==> src/rtl/accum_pkg.sv <==
// Shared request encoding for the shift-accumulate RAM and the blocks that
// feed it, plus the rule that turns a pixel class into a request type.
package accum_pkg;

  typedef enum logic [1:0] {
    READ       = 2'd0,
    WRITE      = 2'd1,
    WRITE_OVER = 2'd2,
    DISABLE    = 2'd3
  } accum_request_t;

  // Ambiguous pixels never touch the RAM word; the first frame of a code
  // overwrites whatever an earlier capture left behind, later frames shift in.
  function automatic accum_request_t select_request_type(input logic ambiguous,
                                                         input logic first_frame);
    if (ambiguous)        return DISABLE;
    else if (first_frame) return WRITE_OVER;
    else                  return WRITE;
  endfunction

endpackage

==> src/rtl/accum_request_sequencer_if.sv <==
// Pixel stream in, accumulate requests out. The sequencer sits on the slave
// side: it consumes pixels and produces RAM requests.
interface accum_request_sequencer_if
  import accum_pkg::*;
#(
  parameter int DEPTH      = 57600,
  parameter int LUMA_WIDTH = 8
);

  localparam int AW = (DEPTH > 1) ? $clog2(DEPTH) : 1;

  logic                  pixel_valid_in;
  logic [LUMA_WIDTH-1:0] pixel_luma_in;
  logic                  frame_start_in;

  logic [AW-1:0]         addr_out;
  logic                  summand_out;
  accum_request_t        request_type_out;
  logic                  request_valid_out;

  modport master (
    output pixel_valid_in,
    output pixel_luma_in,
    output frame_start_in,
    input  addr_out,
    input  summand_out,
    input  request_type_out,
    input  request_valid_out
  );

  modport slave (
    input  pixel_valid_in,
    input  pixel_luma_in,
    input  frame_start_in,
    output addr_out,
    output summand_out,
    output request_type_out,
    output request_valid_out
  );

endinterface

==> src/rtl/luma_classifier.sv <==
// Combinational luma thresholding. The high test is evaluated first so that
// overlapping thresholds (lo >= hi) still give a definite 1.
module luma_classifier #(
  parameter int LUMA_WIDTH = 8
) (
  input  logic [LUMA_WIDTH-1:0] luma_in,
  input  logic [LUMA_WIDTH-1:0] thresh_lo_in,
  input  logic [LUMA_WIDTH-1:0] thresh_hi_in,
  output logic                  summand_out,
  output logic                  ambiguous_out
);

  logic hit_hi;
  logic hit_lo;

  // Classify: at/above hi is a 1, at/below lo is a 0, anything between is unusable.
  always_comb begin
    hit_hi        = (luma_in >= thresh_hi_in);
    hit_lo        = (luma_in <= thresh_lo_in);
    summand_out   = hit_hi;
    ambiguous_out = !hit_hi && !hit_lo;
  end

endmodule

==> src/rtl/accum_request_sequencer.sv <==
// Frame-aligned request generator for the shift-accumulate RAM. Arms on
// start_in, aligns to the next frame start, then issues one request per pixel
// for WIDTH frames so every RAM word accumulates a WIDTH-bit blink code.
module accum_request_sequencer
  import accum_pkg::*;
#(
  parameter  int WIDTH      = 8,
  parameter  int DEPTH      = 57600,
  parameter  int LUMA_WIDTH = 8,
  localparam int AW         = (DEPTH > 1) ? $clog2(DEPTH) : 1,
  localparam int FW         = (WIDTH > 1) ? $clog2(WIDTH) : 1
) (
  input  logic                  clk_in,
  input  logic                  rst_in,
  input  logic                  start_in,
  input  logic [LUMA_WIDTH-1:0] thresh_lo_in,
  input  logic [LUMA_WIDTH-1:0] thresh_hi_in,
  accum_request_sequencer_if.slave bus,
  output logic                  busy_out,
  output logic [FW-1:0]         frame_idx_out,
  output logic                  done_out
);

  typedef enum logic [1:0] {
    IDLE,
    ARMED,
    CAPTURE
  } state_t;

  // Address counter carries one extra bit so "past the end of the frame"
  // is representable and overlong frames can be dropped without wrapping.
  localparam logic [AW:0]   DEPTH_C    = (AW+1)'(DEPTH);
  localparam logic [AW-1:0] LAST_ADDR  = AW'(DEPTH - 1);
  localparam logic [FW-1:0] LAST_FRAME = FW'(WIDTH - 1);

  state_t      state;
  logic [AW:0] addr_cnt;
  logic        pix_summand;
  logic        pix_ambiguous;

  luma_classifier #(
    .LUMA_WIDTH (LUMA_WIDTH)
  ) u_classifier (
    .luma_in       (bus.pixel_luma_in),
    .thresh_lo_in  (thresh_lo_in),
    .thresh_hi_in  (thresh_hi_in),
    .summand_out   (pix_summand),
    .ambiguous_out (pix_ambiguous)
  );

  // Capture FSM: frame/pixel bookkeeping and the registered request outputs.
  always_ff @(posedge clk_in or negedge rst_in) begin
    if (!rst_in) begin
      state                 <= IDLE;
      addr_cnt              <= '0;
      frame_idx_out         <= '0;
      busy_out              <= 1'b0;
      done_out              <= 1'b0;
      bus.addr_out          <= '0;
      bus.summand_out       <= 1'b0;
      bus.request_type_out  <= READ;
      bus.request_valid_out <= 1'b0;
    end else begin
      bus.request_valid_out <= 1'b0;
      bus.request_type_out  <= READ;
      bus.summand_out       <= 1'b0;
      done_out              <= 1'b0;

      case (state)
        IDLE: begin
          if (start_in) begin
            state    <= ARMED;
            busy_out <= 1'b1;
          end
        end

        // Wait for a frame boundary so address 0 really is the first pixel.
        ARMED: begin
          if (bus.pixel_valid_in && bus.frame_start_in) begin
            bus.request_valid_out <= 1'b1;
            bus.addr_out          <= '0;
            bus.summand_out       <= pix_summand;
            bus.request_type_out  <= select_request_type(pix_ambiguous, 1'b1);
            frame_idx_out         <= '0;
            addr_cnt              <= (AW+1)'(1);
            if (LAST_FRAME == '0 && LAST_ADDR == '0) begin
              state    <= IDLE;
              busy_out <= 1'b0;
              done_out <= 1'b1;
            end else begin
              state <= CAPTURE;
            end
          end
        end

        CAPTURE: begin
          if (bus.pixel_valid_in) begin
            if (bus.frame_start_in) begin
              if (frame_idx_out == LAST_FRAME) begin
                // A new frame while on the last one: finish with what we have.
                state    <= IDLE;
                busy_out <= 1'b0;
                done_out <= 1'b1;
              end else begin
                bus.request_valid_out <= 1'b1;
                bus.addr_out          <= '0;
                bus.summand_out       <= pix_summand;
                bus.request_type_out  <= select_request_type(pix_ambiguous, 1'b0);
                frame_idx_out         <= frame_idx_out + 1'b1;
                addr_cnt              <= (AW+1)'(1);
                if ((frame_idx_out + 1'b1) == LAST_FRAME && LAST_ADDR == '0) begin
                  state    <= IDLE;
                  busy_out <= 1'b0;
                  done_out <= 1'b1;
                end
              end
            end else if (addr_cnt < DEPTH_C) begin
              bus.request_valid_out <= 1'b1;
              bus.addr_out          <= addr_cnt[AW-1:0];
              bus.summand_out       <= pix_summand;
              bus.request_type_out  <= select_request_type(pix_ambiguous,
                                                           frame_idx_out == '0);
              addr_cnt              <= addr_cnt + 1'b1;
              if (frame_idx_out == LAST_FRAME && addr_cnt[AW-1:0] == LAST_ADDR) begin
                state    <= IDLE;
                busy_out <= 1'b0;
                done_out <= 1'b1;
              end
            end
          end
        end

        default: begin
          state    <= IDLE;
          busy_out <= 1'b0;
        end
      endcase
    end
  end

endmodule

==> src/flat_wrapper.sv <==
// flat-port wrapper written by rule: the top's interface ports become plain ports
module accum_request_sequencer_flat import accum_pkg::*;
#(
  parameter  int WIDTH      = 8,
  parameter  int DEPTH      = 57600,
  parameter  int LUMA_WIDTH = 8,
  localparam int AW         = (DEPTH > 1) ? $clog2(DEPTH) : 1,
  localparam int FW         = (WIDTH > 1) ? $clog2(WIDTH) : 1
)
  (clk_in, rst_in, start_in, thresh_lo_in, thresh_hi_in, busy_out, frame_idx_out, done_out, bus_pixel_valid_in, bus_pixel_luma_in, bus_frame_start_in, bus_addr_out, bus_summand_out, bus_request_type_out, bus_request_valid_out);
  accum_request_sequencer_if #(.DEPTH(DEPTH), .LUMA_WIDTH(LUMA_WIDTH)) bus_i ();
  input  logic clk_in;
  input  logic rst_in;
  input  logic start_in;
  input  logic [LUMA_WIDTH-1:0] thresh_lo_in;
  input  logic [LUMA_WIDTH-1:0] thresh_hi_in;
  output logic busy_out;
  output logic [FW-1:0] frame_idx_out;
  output logic done_out;
  input wire logic [$bits(bus_i.pixel_valid_in)-1:0] bus_pixel_valid_in;
  input wire logic [$bits(bus_i.pixel_luma_in)-1:0] bus_pixel_luma_in;
  input wire logic [$bits(bus_i.frame_start_in)-1:0] bus_frame_start_in;
  output wire logic [$bits(bus_i.addr_out)-1:0] bus_addr_out;
  output wire logic [$bits(bus_i.summand_out)-1:0] bus_summand_out;
  output wire logic [$bits(bus_i.request_type_out)-1:0] bus_request_type_out;
  output wire logic [$bits(bus_i.request_valid_out)-1:0] bus_request_valid_out;
  assign bus_i.pixel_valid_in = bus_pixel_valid_in;
  assign bus_i.pixel_luma_in = bus_pixel_luma_in;
  assign bus_i.frame_start_in = bus_frame_start_in;
  assign bus_addr_out = bus_i.addr_out;
  assign bus_summand_out = bus_i.summand_out;
  assign bus_request_type_out = bus_i.request_type_out;
  assign bus_request_valid_out = bus_i.request_valid_out;
  accum_request_sequencer #(.WIDTH(WIDTH), .DEPTH(DEPTH), .LUMA_WIDTH(LUMA_WIDTH)) u_core (.clk_in(clk_in), .rst_in(rst_in), .start_in(start_in), .thresh_lo_in(thresh_lo_in), .thresh_hi_in(thresh_hi_in), .bus(bus_i), .busy_out(busy_out), .frame_idx_out(frame_idx_out), .done_out(done_out));
endmodule
==> config.mk <==
export PLATFORM = sky130hd
export DESIGN_NAME = accum_request_sequencer_flat
export DESIGN_NICKNAME = d
export VERILOG_FILES = /design/src/rtl/accum_pkg.sv /design/src/rtl/accum_request_sequencer_if.sv /design/src/rtl/luma_classifier.sv /design/src/rtl/accum_request_sequencer.sv /design/src/flat_wrapper.sv
export SDC_FILE = /design/constraint.sdc
export NUM_CORES = 1
export LEC_CHECK = 0
export BUFFER_PORTS_ARGS = -buffer_cell sky130_fd_sc_hd__buf_2
export CAP_MARGIN = 15
export CORE_AREA = 2 2 105 107
export CTS_BUF_LIST = sky130_fd_sc_hd__clkbuf_2
export DETAILED_ROUTE_END_ITERATION = 12
export DIE_AREA = 0 0 107 109
export RECOVER_POWER = 25
export SYNTH_ARGS = -nofsm -noshare
export SYNTH_HDL_FRONTEND = slang
export SYNTH_SLANG_ARGS = --single-unit
==> constraint.sdc <==
create_clock -name clk_in -period 2.8 [get_ports clk_in]
set_input_delay 0.14 -clock clk_in [delete_from_list [all_inputs] [get_ports clk_in]]
set_output_delay 0.14 -clock clk_in [all_outputs]
set_load 0.01 [all_outputs]
After elaboration in Yosys (flattened, before gate mapping). Cells that the tools add are included.

Bits in latches: 0. Logic and storage cells: 100. Output and inout bits: 25. Bits in registers: 44. Bits in read-only memories: 0. Memories: 0. Input port bits: 29. RAM bits: 0.

Div/mod/pow operators: 0. Shift-type cells: 0. $lt $le $gt $ge: 3. Multiply operators: 0. Mux-type cells: 60. Equality and inequality tests: 13. Reduce and logical (&&, ||, !) cells: 12. Bitwise gates (word level): 1. Add/subtract/negate cells: 2.

Operator list (count): $mux 17 (5); $mux 16 (5); $pmux 17 s2 (1); $pmux 16 s2 (1); $mux 2 (15); $mux 1 (23); $add 17x1->17 const B (1); $lt 17x16->1 const B (1); $eq 16x16->1 const B (1); $mux 3 (4); $reduce_and 6->1 (2); $reduce_and 5->1 (2); $ne 3x2->1 const B (3); $ge 8x8->1 (1); $le 8x8->1 (1); $ne 2x2->1 const B (4); $pmux 2 s3 (1); $pmux 3 s2 (1); $pmux 1 s2 (2); $pmux 2 s2 (1); $add 3x1->3 const B (1); $eq 3x3->1 const B (1); $logic_and 1x1->1 (3); $logic_not 3->1 (1); 9 further kinds (10).

Longest topological paths before layout. Gate-level depths: netlist of the first run.

Word-level depth: 8. Mapped depth: 10. Mapped depth without buffers: 7.

Cells and area by module. Synthesis of the first run repeated with hierarchy kept, for this count alone.

Cell total of the unflattened synthesis: 303. Area, all modules: 2827.7 µm².

By module, submodules not included: accum_request_sequencer (cells an instance 251, area each 2436.1 µm², instances 1, sequential area each 1101.1 µm²); luma_classifier (cells an instance 52, area each 391.6 µm², instances 1, sequential area each 0.0 µm²).

Least setup slack after synthesis of the first run. No wires, ideal clock.

Kind: register to register. From: register u_core.addr_cnt[0]. To: register u_core.busy_out. Library setup time: 0.127 ns. Arrival time: 1.868 ns. Slack: 0.805 ns. Clock period less this slack: 1.995 ns. Data required time: 2.673 ns. Buffers on the path: 1. Stages on the path, launching flop included: 8. Cell sequence: dfrtp_1 -> ha_1 -> nand3_1 -> or2_1 -> clkbuf_1 -> o311ai_2 -> and4b_1 -> mux2_1.

Longest elaborated chain between the ends: 4. Elaborated cells between the ends (all ways): 6. Classes of those cells: order compare (1); eq/ne (3); reduce/logical (2).

Ends and longest elaborated chain: start: declaration (RTL line accum_request_sequencer.sv:37) `logic [AW:0] addr_cnt;`; start signal: assignment (RTL line accum_request_sequencer.sv:85) `addr_cnt <= (AW+1)'(1);`; start signal: assignment (RTL line accum_request_sequencer.sv:110) `addr_cnt <= (AW+1)'(1);`; start signal: assignment (RTL line accum_request_sequencer.sv:123) `addr_cnt <= addr_cnt + 1'b1;`; parallel branches: the longest is 3 deep, another holds $lt 17x16->1; $reduce_and 6->1 (no line) (*); end signal: assignment (RTL line accum_request_sequencer.sv:113) `busy_out <= 1'b0;`; end signal: assignment (RTL line accum_request_sequencer.sv:126) `busy_out <= 1'b0;`; end signal: assignment (RTL line accum_request_sequencer.sv:135) `busy_out <= 1'b0;`; end: declaration (RTL line accum_request_sequencer.sv:19) `output logic busy_out,`.

Every way passes the cells marked *. A chain may end at the register's enable or synchronous reset.

Worst setup path after layout of the first run.
From: register u_core.state[1]. To: register u_core.addr_cnt[9].

Longest elaborated chain between the ends: 3. Elaborated cells between the ends (all ways): 9. Classes of those cells: eq/ne (6); mux (1); reduce/logical (2).

Ends and longest elaborated chain: start: declaration (RTL line accum_request_sequencer.sv:36) `state_t state;`; start signal: assignment (RTL line accum_request_sequencer.sv:54) `state <= IDLE;`; start signal: assignment (RTL line accum_request_sequencer.sv:72) `state <= ARMED;`; start signal: assignment (RTL line accum_request_sequencer.sv:87) `state <= IDLE;`; $eq 2x2->1 / $eq 2x1->1 (equally long branches) (RTL line accum_request_sequencer.sv:69) `case (state)`; $ne 3x3->1 (no line) (tied with other cells); $reduce_and 5->1 (no line).

Parallel ways exist; a longest one is shown, timed or not.

==> results.yml, run 1 <==
cells_and_area:
  drive_gt1_share_pct: 19.4
  final_nets: 392
  fin_util_pct: 28.8
  multi_input_area_um2: 1320
  syn2layout_area_growth_pct: 18.7
  regArea_um2: 1100
  design_area_um2: 3050
  fill_cells: 1149
  antenna_cells: 0
sta:
  rsz0062_at_grt: "no"
  worstMarginPinSlew_ps: 1080
  fmax_mhz: 418
  slew_headroom_pct: 28.1
  setup-tns-final_ps: 0
  finalCritPeriodShare_pct: 85.5
  setup_viol_count_final: 0
  maxSlewViolCount: 0
  min_period_ps: 2390
  fin_skew_ps: 33.2
  timing.final.hold_violations: 0
logic_synthesis:
  syn_area_um2: 2570
  syn_nets: 341
  synth_sequential_area_ratio_pct: 42.8
  yosysTopAreaCellShare_pct: 42.8
  yosysWarnings: 0
  synthArstFlopShare_pct: 100
  synth_cell_types: 46
  synth_edf_count: 0
  ys_ff_latch: 44
  netlist_instances: 289
  yosys_most_used_dff: "dfrtp_1"
  avgSynthCellArea_um2: 8.89
  synth_area_leaders: "dfrtp_1 43%, ha_1 11%, nand2_1 7.6%"
  synth_top_area_cell: "dfrtp_1"
floorplanning:
  fp.dieH_um: 109
  initial_utilization_pct: 24.2
  die_x_um: 107
  die-area_um2: 11700
  pin_count: 54
  core_area_um2: 10600
  core.rowCount: 38
place:
  portBuffers: 53
  placed_area_um2: 2970
  place_congestion: 0.797
  hpwlAfterDp_um: 4540
status:
  status: "finished, final reports clean"
pwr:
  leakage_nw: 1.47
  max-vdd-ir-drop_v: 0.000234
  power_density_nw_per_um2: 585
  internal_power_w: 0.00106
  p_clk_share_pct: 19.5
  p_comb_share_pct: 38.6
  p_sw_w: 0.000725
  p_sw_share_pct: 40.6
  p_seq_share_pct: 41.8
routing:
  highest_layer: "met4"
  drc_errors: 0
  dr.pass1.iters: 4
  wl_um: 5940
  m1WireLength_um: 2690
  drt-vias-per-instance: 4.63
  wl_per_cell_um: 12.4
  vias: 2226
  met3_length_um: 330
  wl_met2_um: 2850
  ant_nets: 0
  drtIter0Drc: 91
clocking:
  htreeDepth: 2
  clock_latency_ps: 420
  hold_buffers: 1
  root_buffer: "clkbuf_2"
  clk_pin_slew_ps: 220
  ctsResizeCount: 0
  post_cts_buffers: 0
  cts_tree: "yes"
  clock-sinks: 44
  clock_path_buffers: 2
  cts_buffers: 5
worst_setup_path:
  arrival_ps: 2720
  max_stage_delay_ps: 530
  reg2reg_to: "u_core.addr_cnt[9]$_DFFE_PN0P_"
  crit_chain: "inv_1 > ha_1 > a21bo_2 > nand3_1 > a21o_1 > buf_4 > o31ai_1 > a21oi_1"
  reg2reg_depth: 8
  cp.required_ps: 3130
  path_max_fanout: 28
  worstSetupStartpointType: "flop"
  worst_path_dominant_cell_family: "compound AO/OA/AOI/OAI gates"
  regToRegStartpoint: "u_core.state[1]$_DFFE_PN0P_"
  startpoint: "u_core.state[1]$_DFFE_PN0P_"
  end_kind: "flop"
  worstSetupPathType: "flop to flop"
  crit_path_top_delay_cell: "a21o_1"
  timing.critical_path.buf_inv: 2
  r2r_setup_slack_ps: 410
global_routing:
  antenna_found_initial: 0
  grt_max_degree: 45
  grt.total_usage_pct: 10.8
  grt-ovfl-total: 0
  grt_pass1_wl_um: 10300
  grt_pass1_vias: 2187
min_path:
  holdPathEnd: "u_core.state[1]$_DFFE_PN0P_"
  hp-start: "bus_frame_start_in"
  min_path_cells: 3
  hp-class: "input port to flop"
flow_run:
  cap_viol_max_count: 0
-- worst register-to-register path: stages (launching register included) --
cell and delay, ps:
dfrtp_1 430, inv_1 90, ha_1 210, a21bo_2 250, nand3_1 160, a21o_1 530, buf_4 380, o31ai_1 120
a21oi_1 140
-- metal layers --
layer	global-route usage, %	up-vias
li1	-	1118
met1	14.0	1051
met2	17.8	49
met3	2.63	8
met4	3.71	0
met5	0	-
-- layout make-up --
| cell class | instances | area share (%) |
|---|---|---|
| flip-flops and latches | 44 | 36.1 |
| clock buffers | 5 | 0.820 |
| multi-input cells | 207 | 43.2 |
| inverters | 24 | 2.95 |
| repair buffers | 58 | 9.97 |
| clock inverters | 3 | 1.23 |
| well taps | 140 | 5.74 |
-- worst max path at each step --
| stage | cells past startpoint | slack, ps | end |
|---|---|---|---|
| after CTS | 8 | 410 | u_core.addr_cnt[9]$_DFFE_PN0P_ |
| after global placement | 8 | 470 | u_core.addr_cnt[12]$_DFFE_PN0P_ |
| after detailed placement | 8 | 440 | u_core.addr_cnt[12]$_DFFE_PN0P_ |
| final | 8 | 410 | u_core.addr_cnt[9]$_DFFE_PN0P_ |
| after floorplan | 7 | 800 | u_core.busy_out$_DFFE_PN0P_ |
| after global routing | 8 | 180 | u_core.addr_cnt[9]$_DFFE_PN0P_ |
-- layout by cell type, fill, tap and decap left out, types with 4 or more instances in the layout --
master    synthesis  final
inv_1            24     24
nor2_1           11     11
or4_1             4      4
nand4_1          10     10
o21ai_0          22     22
o31ai_1           4      4
dfrtp_1          44     44
nand2_1          52     52
a21oi_1          15     15
or3_1             4      4
buf_2             7     49
clkbuf_2          0      6
ha_1             23     23
nand3_1          11     11
-- flip-flops by register name, summed over array words and instances, names as in the netlist --
register,flops
u_core.frame_idx_out,3
u_core.bus.request_type_out,2
u_core.state,2
u_core.addr_cnt,17
u_core.bus.request_valid_out,1
u_core.bus.summand_out,1
u_core.done_out,1
u_core.bus.addr_out,16
u_core.busy_out,1
-- Yosys cell counts, drive strengths merged (3+ instances only) --
master / n
ha: 23
or2: 3
nand4: 10
a21oi: 15
and2: 3
a21o: 3
o311ai: 3
dfrtp: 44
nand2b: 3
nand3: 11
nor2b: 3
clkbuf: 7
xnor2: 3
o21ai: 25
o31ai: 4
or3: 4
buf: 7
a211oi: 4
inv: 24
nand2: 52
nor2: 11
or4: 4
-- stage by stage --
stage                     setup WS [ps]  cells  hold slack (ps)  total power [W]
after floorplan                     805    289             -156          0.00126
after global placement              468    471              352          0.00143
after detailed placement            444    471              361          0.00145
after CTS                           410    480             8.96          0.00181
after global routing                183    481             31.4          0.00194
final                               405    481             67.2          0.00179
-- cell families after synthesis --
kind of cell               count (synthesis)  synth area share (%)
AOI/OAI and AO/OA                         68                  17.0
xor gates and xnor gates                   3                  1.02
adders and majority gates                 23                  11.2
buffers and inverters                     38                  5.89
DFF                                       44                  42.8
muxes                                      2                 0.876
and+or+nand+nor                          111                  21.2
-- power by group through the flow --
stage | logic (W) | clock network [W] | registers (W)
6_report | 0.000690 | 0.000348 | 0.000747
3_3_place_gp | 0.000682 | 0 | 0.000753
4_1_cts | 0.000699 | 0.000363 | 0.000748
2_1_floorplan | 0.000493 | 0 | 0.000768
5_1_grt | 0.000788 | 0.000388 | 0.000760
3_5_place_dp | 0.000693 | 0 | 0.000760
No activity file was read; power rests on OpenSTA's default activity.
==> run 2: changes to the inputs <==
--- a/config.mk
+++ b/config.mk
@@ -5,12 +5,13 @@
 export SDC_FILE = /design/constraint.sdc
 export NUM_CORES = 1
 export LEC_CHECK = 0
-export BUFFER_PORTS_ARGS = -buffer_cell sky130_fd_sc_hd__buf_2
 export CAP_MARGIN = 15
 export CORE_AREA = 2 2 105 107
 export CTS_BUF_LIST = sky130_fd_sc_hd__clkbuf_2
+export CTS_CLUSTER_DIAMETER = 80
 export DETAILED_ROUTE_END_ITERATION = 12
 export DIE_AREA = 0 0 107 109
+export DONT_BUFFER_PORTS = 1
 export RECOVER_POWER = 25
 export SYNTH_ARGS = -nofsm -noshare
 export SYNTH_HDL_FRONTEND = slang
==> run 2 against run 1 <==
The run now ends with max-capacitance violations, max-slew violations left. Global-route usage barely moved. Clock power rose by 11%. Critical path depth fell by 1. Register-to-register slack barely moved. Via count fell by 7.4%. Die area did not move. Sequential share of layout area rose by 2.8 points.
==> results.yml, run 2 (synthesis gave the netlist of run 1 again) <==
status:
  status: "finished with violations"
  violations: "max-capacitance violations, max-slew violations"
sta:
  timing.final.hold_violations: 0
  slew_headroom_pct: -34.5
  finalCritPeriodShare_pct: 85.8
  setup_viol_count_final: 0
  fin_skew_ps: 20.0
  rsz0062_at_grt: "no"
  fmax_mhz: 416
  worst_slack_ps: 398
  maxSlewViolCount: 45
  setup-tns-final_ps: 0
  min_period_ps: 2400
  worstMarginPinSlew_ps: 2020
clocking:
  htreeDepth: 2
  root_buffer: "clkbuf_2"
  clock_path_buffers: 2
  cts_tree: "yes"
  clk_pin_slew_ps: 250
  clock_latency_ps: 430
  post_cts_buffers: 0
  cts_buffers: 5
  clock-sinks: 44
pwr:
  power_density_nw_per_um2: 635
  leakage_nw: 1.24
  internal_power_w: 0.00105
  p_sw_w: 0.000744
  p_comb_share_pct: 35.5
  max-vdd-ir-drop_v: 0.000233
  p_seq_share_pct: 43.1
  p_sw_share_pct: 41.5
  p_clk_share_pct: 21.4
routing:
  ant_nets: 0
  wl_per_cell_um: 13.7
  wl_um: 5890
  drc_errors: 0
  drtIter0Drc: 70
  drt-vias-per-instance: 4.78
  vias: 2061
  dr.pass1.iters: 4
floorplanning:
  die_x_um: 107
  initial_utilization_pct: 24.2
  die-area_um2: 11700
  fp.dieH_um: 109
  pin_count: 54
  core_area_um2: 10600
  core.rowCount: 38
place:
  portBuffers: 0
  hpwlAfterDp_um: 4450
  preCtsSetupSlack_ps: 424
  place_congestion: 0.812
  numPlacedInstances: 418
global_routing:
  grt-ovfl-total: 0
  antenna_found_initial: 0
  grt.total_usage_pct: 10.9
  grt_pass1_wl_um: 10300
  grt_pass1_vias: 2113
  grt_max_degree: 45
cells_and_area:
  top_register: "u_core.addr_cnt"
  final_nets: 342
  mostFrequentLayoutCell: "nand2_1"
  multi_input_area_um2: 1320
  fill_cells: 1141
  final_cell_mix: "52 x nand2_1, 44 x dfrtp_1, 24 x inv_1"
  antenna_cells: 0
  fin_util_pct: 26.7
  finalNonFillerCells: 431
  reg_top3: "u_core.addr_cnt (17), u_core.bus.addr_out (16), u_core.frame_idx_out (3)"
  syn2layout_area_growth_pct: 10.0
  largest_reg_flops: 17
  drive_gt1_share_pct: 6.19
  regArea_um2: 1100
worst_setup_path:
  worstSetupPathType: "flop to flop"
  regToRegStartpoint: "u_core.addr_cnt[0]$_DFFE_PN0P_"
  startpoint: "u_core.addr_cnt[0]$_DFFE_PN0P_"
  cp.required_ps: 3180
  worstSetupStartpointType: "flop"
  end_kind: "flop"
  arrival_ps: 2780
  path_max_fanout: 8
min_path:
  hp-class: "input port to flop"
  hp-start: "bus_frame_start_in"
flow_run:
  cap_viol_max_count: 1
## run 2: cell count changes in the layout (fill, tap and decap cells not counted)
cell             change
buf_2               -49
clkbuf_1             -3
clkinv_1             -2
dlygate4sd3_1        +2
clkbuf_2             -1
clkdlybuf4s25_1      +1
clkinvlp_4           +1
inv_6                +1
## run 2: final cells by class
class,count,share of cell area [%]
clock buffer,5,0.885
clock inverter,3,1.64
inverter,24,3.19
multi-input combinational,207,46.6
sequential,44,38.9
tap,140,6.19
timing repair buffer,8,2.57
## run 2: metrics by stage
step                hold slack [ps]  area [um2]  total power [W]
finish                         28.7        2830          0.00180
global route                   39.6        2830          0.00194
CTS                            25.7        2850          0.00182
detailed placement             -154        2710          0.00141
global placement               -154        2710          0.00138
floorplan                      -156        2570          0.00126
## run 2: worst paths after layout
path	end	slack (ps)	cells past startpoint
min reg2reg	u_core.addr_cnt[1]$_DFFE_PN0P_	590	2
max in group asynchronous	u_core.addr_cnt[10]$_DFFE_PN0P_	690	2
min in group asynchronous	u_core.bus.addr_out[1]$_DFFE_PN0P_	950	2
max reg2reg	u_core.state[1]$_DFFE_PN0P_	400	7
min	u_core.done_out$_DFF_PN0_	30	3
max	u_core.state[1]$_DFFE_PN0P_	400	7
## run 2: power groups by stage
stage / Sequential, W / Combinational [W] / Clock, W
after floorplan: 0.000768 / 0.000493 / 0
after global placement: 0.000785 / 0.000599 / 0
after detailed placement: 0.000790 / 0.000617 / 0
after CTS: 0.000777 / 0.000649 / 0.000394
after global routing: 0.000787 / 0.000738 / 0.000419
final: 0.000774 / 0.000637 / 0.000385
## run 2: critical path: stages, from the launching register on
cell and delay [ps]:
dfrtp_1 460, ha_1 180, nand3_1 100, or2_1 370
o311ai_2 370, nand4_1 130, dlygate4sd3_1 570, a21oi_1 150
## run 2: per-layer routing
| metal | vias up | routed length, um | global-route usage (%) |
|---|---|---|---|
| met5 | - | 0 | 0 |
| met4 | 0 | 99 | 3.62 |
| met3 | 9 | 412 | 3.23 |
| met2 | 41 | 2650 | 17.5 |
| met1 | 986 | 2730 | 13.9 |
| li1 | 1025 | - | - |
## run 2: what timing repair did
action	4_1_cts	5_1_grt
gates resized for setup	0	0
endpoints found under the hold margin	48	0
hold buffers	5	0
==> run 3: changes to the inputs <==
==> constraint.sdc (replaced) <==
create_clock -name clk_in -period 2.75 [get_ports clk_in]
set_input_delay 0.1375 -clock clk_in [delete_from_list [all_inputs] [get_ports clk_in]]
set_output_delay 0.1375 -clock clk_in [all_outputs]
set_load 0.01 [all_outputs]
==> run 3 against run 2 <==
The run still ends with max-capacitance violations, max-slew violations left. Critical endpoint unchanged. Die area stayed put. Sequential cell count stayed put. Core utilization hardly changed. Non-clock buffer count stayed put. Clock skew stayed put. Critical path type unchanged. Power is 1.8% higher. Hold slack worse by 2.5 ps. Sequential power is 2% higher. Largest cell class unchanged.
==> results.yml, run 3 (synthesis gave the netlist of run 1 again) <==
worst_setup_path:
  worstSetupStartpointType: "flop"
  path_max_fanout: 8
  r2r_setup_slack_ps: 350
  regToRegStartpoint: "u_core.addr_cnt[0]$_DFFE_PN0P_"
  end_kind: "flop"
  reg2reg_to: "u_core.state[1]$_DFFE_PN0P_"
  arrival_ps: 2780
  cp.required_ps: 3130
  worstSetupPathType: "flop to flop"
  reg2reg_depth: 7
sta:
  worstMarginPinSlew_ps: 1930
  min_period_ps: 2400
  fin_skew_ps: 20.0
  setup-tns-final_ps: 0
  fmax_mhz: 416
  worst_slack_ps: 348
  setup_viol_count_final: 0
  rsz0062_at_grt: "no"
  timing.final.hold_violations: 0
  maxSlewViolCount: 45
  slew_headroom_pct: -28.9
  finalCritPeriodShare_pct: 87.3
  whs_ps: 26.2
min_path:
  holdPathEnd: "u_core.done_out$_DFF_PN0_"
  min_path_cells: 3
  hp-class: "input port to flop"
  hp-start: "bus_frame_start_in"
clocking:
  clock_path_buffers: 2
  clock-sinks: 44
  clk_pin_slew_ps: 250
  clock_latency_ps: 430
  root_buffer: "clkbuf_2"
  cts_buffers: 5
  ctsResizeCount: 0
  cts_tree: "yes"
  htreeDepth: 2
global_routing:
  grt.total_usage_pct: 10.9
  grt_pass1_vias: 2113
  grt-ovfl-total: 0
  antenna_found_initial: 0
  use_met1_pct: 13.9
  grtUsageMet3_pct: 3.23
  grt_max_degree: 45
  busiest_layer: "met2"
  grt_pass1_wl_um: 10300
  grtUsageMet2_pct: 17.5
place:
  preCtsSetupSlack_ps: 374
  numPlacedInstances: 418
  hpwlAfterDp_um: 4450
  portBuffers: 0
  place_congestion: 0.812
cells_and_area:
  reg_top3: "u_core.addr_cnt (17), u_core.bus.addr_out (16), u_core.frame_idx_out (3)"
  mostFrequentLayoutCell: "nand2_1"
  largest_reg_flops: 17
  antenna_cells: 0
  final_cell_mix: "52 x nand2_1, 44 x dfrtp_1, 24 x inv_1"
  finalNonFillerCells: 431
  drive_gt1_share_pct: 6.19
  top_register: "u_core.addr_cnt"
  final_nets: 342
  syn2layout_area_growth_pct: 10.1
routing:
  vias: 2060
  drc_errors: 0
  drt-vias-per-instance: 4.78
  wl_um: 5890
  dr.pass1.iters: 4
  drtIter0Drc: 70
  ant_nets: 0
  wl_per_cell_um: 13.7
pwr:
  leakage_nw: 1.25
  max-vdd-ir-drop_v: 0.000237
  power_density_nw_per_um2: 646
flow_run:
  cap_viol_max_count: 1
floorplanning:
  pin_count: 54
  initial_utilization_pct: 24.2
  die-area_um2: 11700
  fp.dieH_um: 109
  core.rowCount: 38
  die_x_um: 107
  core_area_um2: 10600
status:
  violations: "max-capacitance violations, max-slew violations"
  status: "finished with violations"
[run 3: cell count changes in the layout (fill, tap and decap cells not counted), sizes merged]
cell           change
clkdlybuf4s25      -1
dlymetal6s4s       +1
[run 3: area by class of cell]
| class | instances | area [um2] |
|---|---|---|
| Clock inverter | 3 | 46.3 |
| Fill cell | 1142 | 7770 |
| Timing Repair Buffer | 8 | 75.1 |
| Tap cell | 140 | 175 |
| Clock buffer | 5 | 25.0 |
| Multi-Input combinational cell | 207 | 1320 |
| Inverter | 24 | 90.1 |
| Sequential cell | 44 | 1100 |
[run 3: metrics by stage]
stage / cell area, um2 / utilization [%] / total power (W)
after detailed placement: 2710 / 25.5 / 0.00143
after global placement: 2710 / 25.5 / 0.00141
final: 2830 / 26.7 / 0.00183
after floorplan: 2570 / - / 0.00128
after global routing: 2830 / 26.7 / 0.00198
after CTS: 2850 / 26.8 / 0.00185
[run 3: timing repair]
item,4_1_cts,5_1_grt
endpoints found under the hold margin,48,0
setup buffers,0,0
hold buffers,5,0
[run 3: how the worst max path moves through the flow]
stage	end	start	cells past startpoint	slack (ps)
after floorplan	u_core.busy_out$_DFFE_PN0P_	u_core.addr_cnt[0]$_DFFE_PN0P_	7	750
after global placement	u_core.addr_cnt[2]$_DFFE_PN0P_	u_core.frame_idx_out[0]$_DFFE_PN0P_	8	430
after detailed placement	u_core.addr_cnt[2]$_DFFE_PN0P_	u_core.frame_idx_out[0]$_DFFE_PN0P_	8	370
after CTS	u_core.state[1]$_DFFE_PN0P_	u_core.addr_cnt[0]$_DFFE_PN0P_	7	350
after global routing	u_core.state[1]$_DFFE_PN0P_	u_core.addr_cnt[0]$_DFFE_PN0P_	7	130
final	u_core.state[1]$_DFFE_PN0P_	u_core.addr_cnt[0]$_DFFE_PN0P_	7	350
[run 3: layer usage]
metal,vias to the layer above,part of all wire [%]
met4,0,1.7
met3,9,6.9
met2,39,45
met5,-,0
met1,987,46
li1,1025,-
[run 3: worst max-delay path, stage by stage, from the launching register on]
cell	delay (ps)
dfrtp_1	460
ha_1	180
nand3_1	100
or2_1	370
o311ai_2	370
nand4_1	130
dlygate4sd3_1	570
a21oi_1	150
[run 3: where the power goes]
group / internal, W / switching [W]
Clock: 0.000156 / 0.000235
Combinational: 0.000201 / 0.000447
Sequential: 0.000713 / 0.0000752
Total: 0.00107 / 0.000758
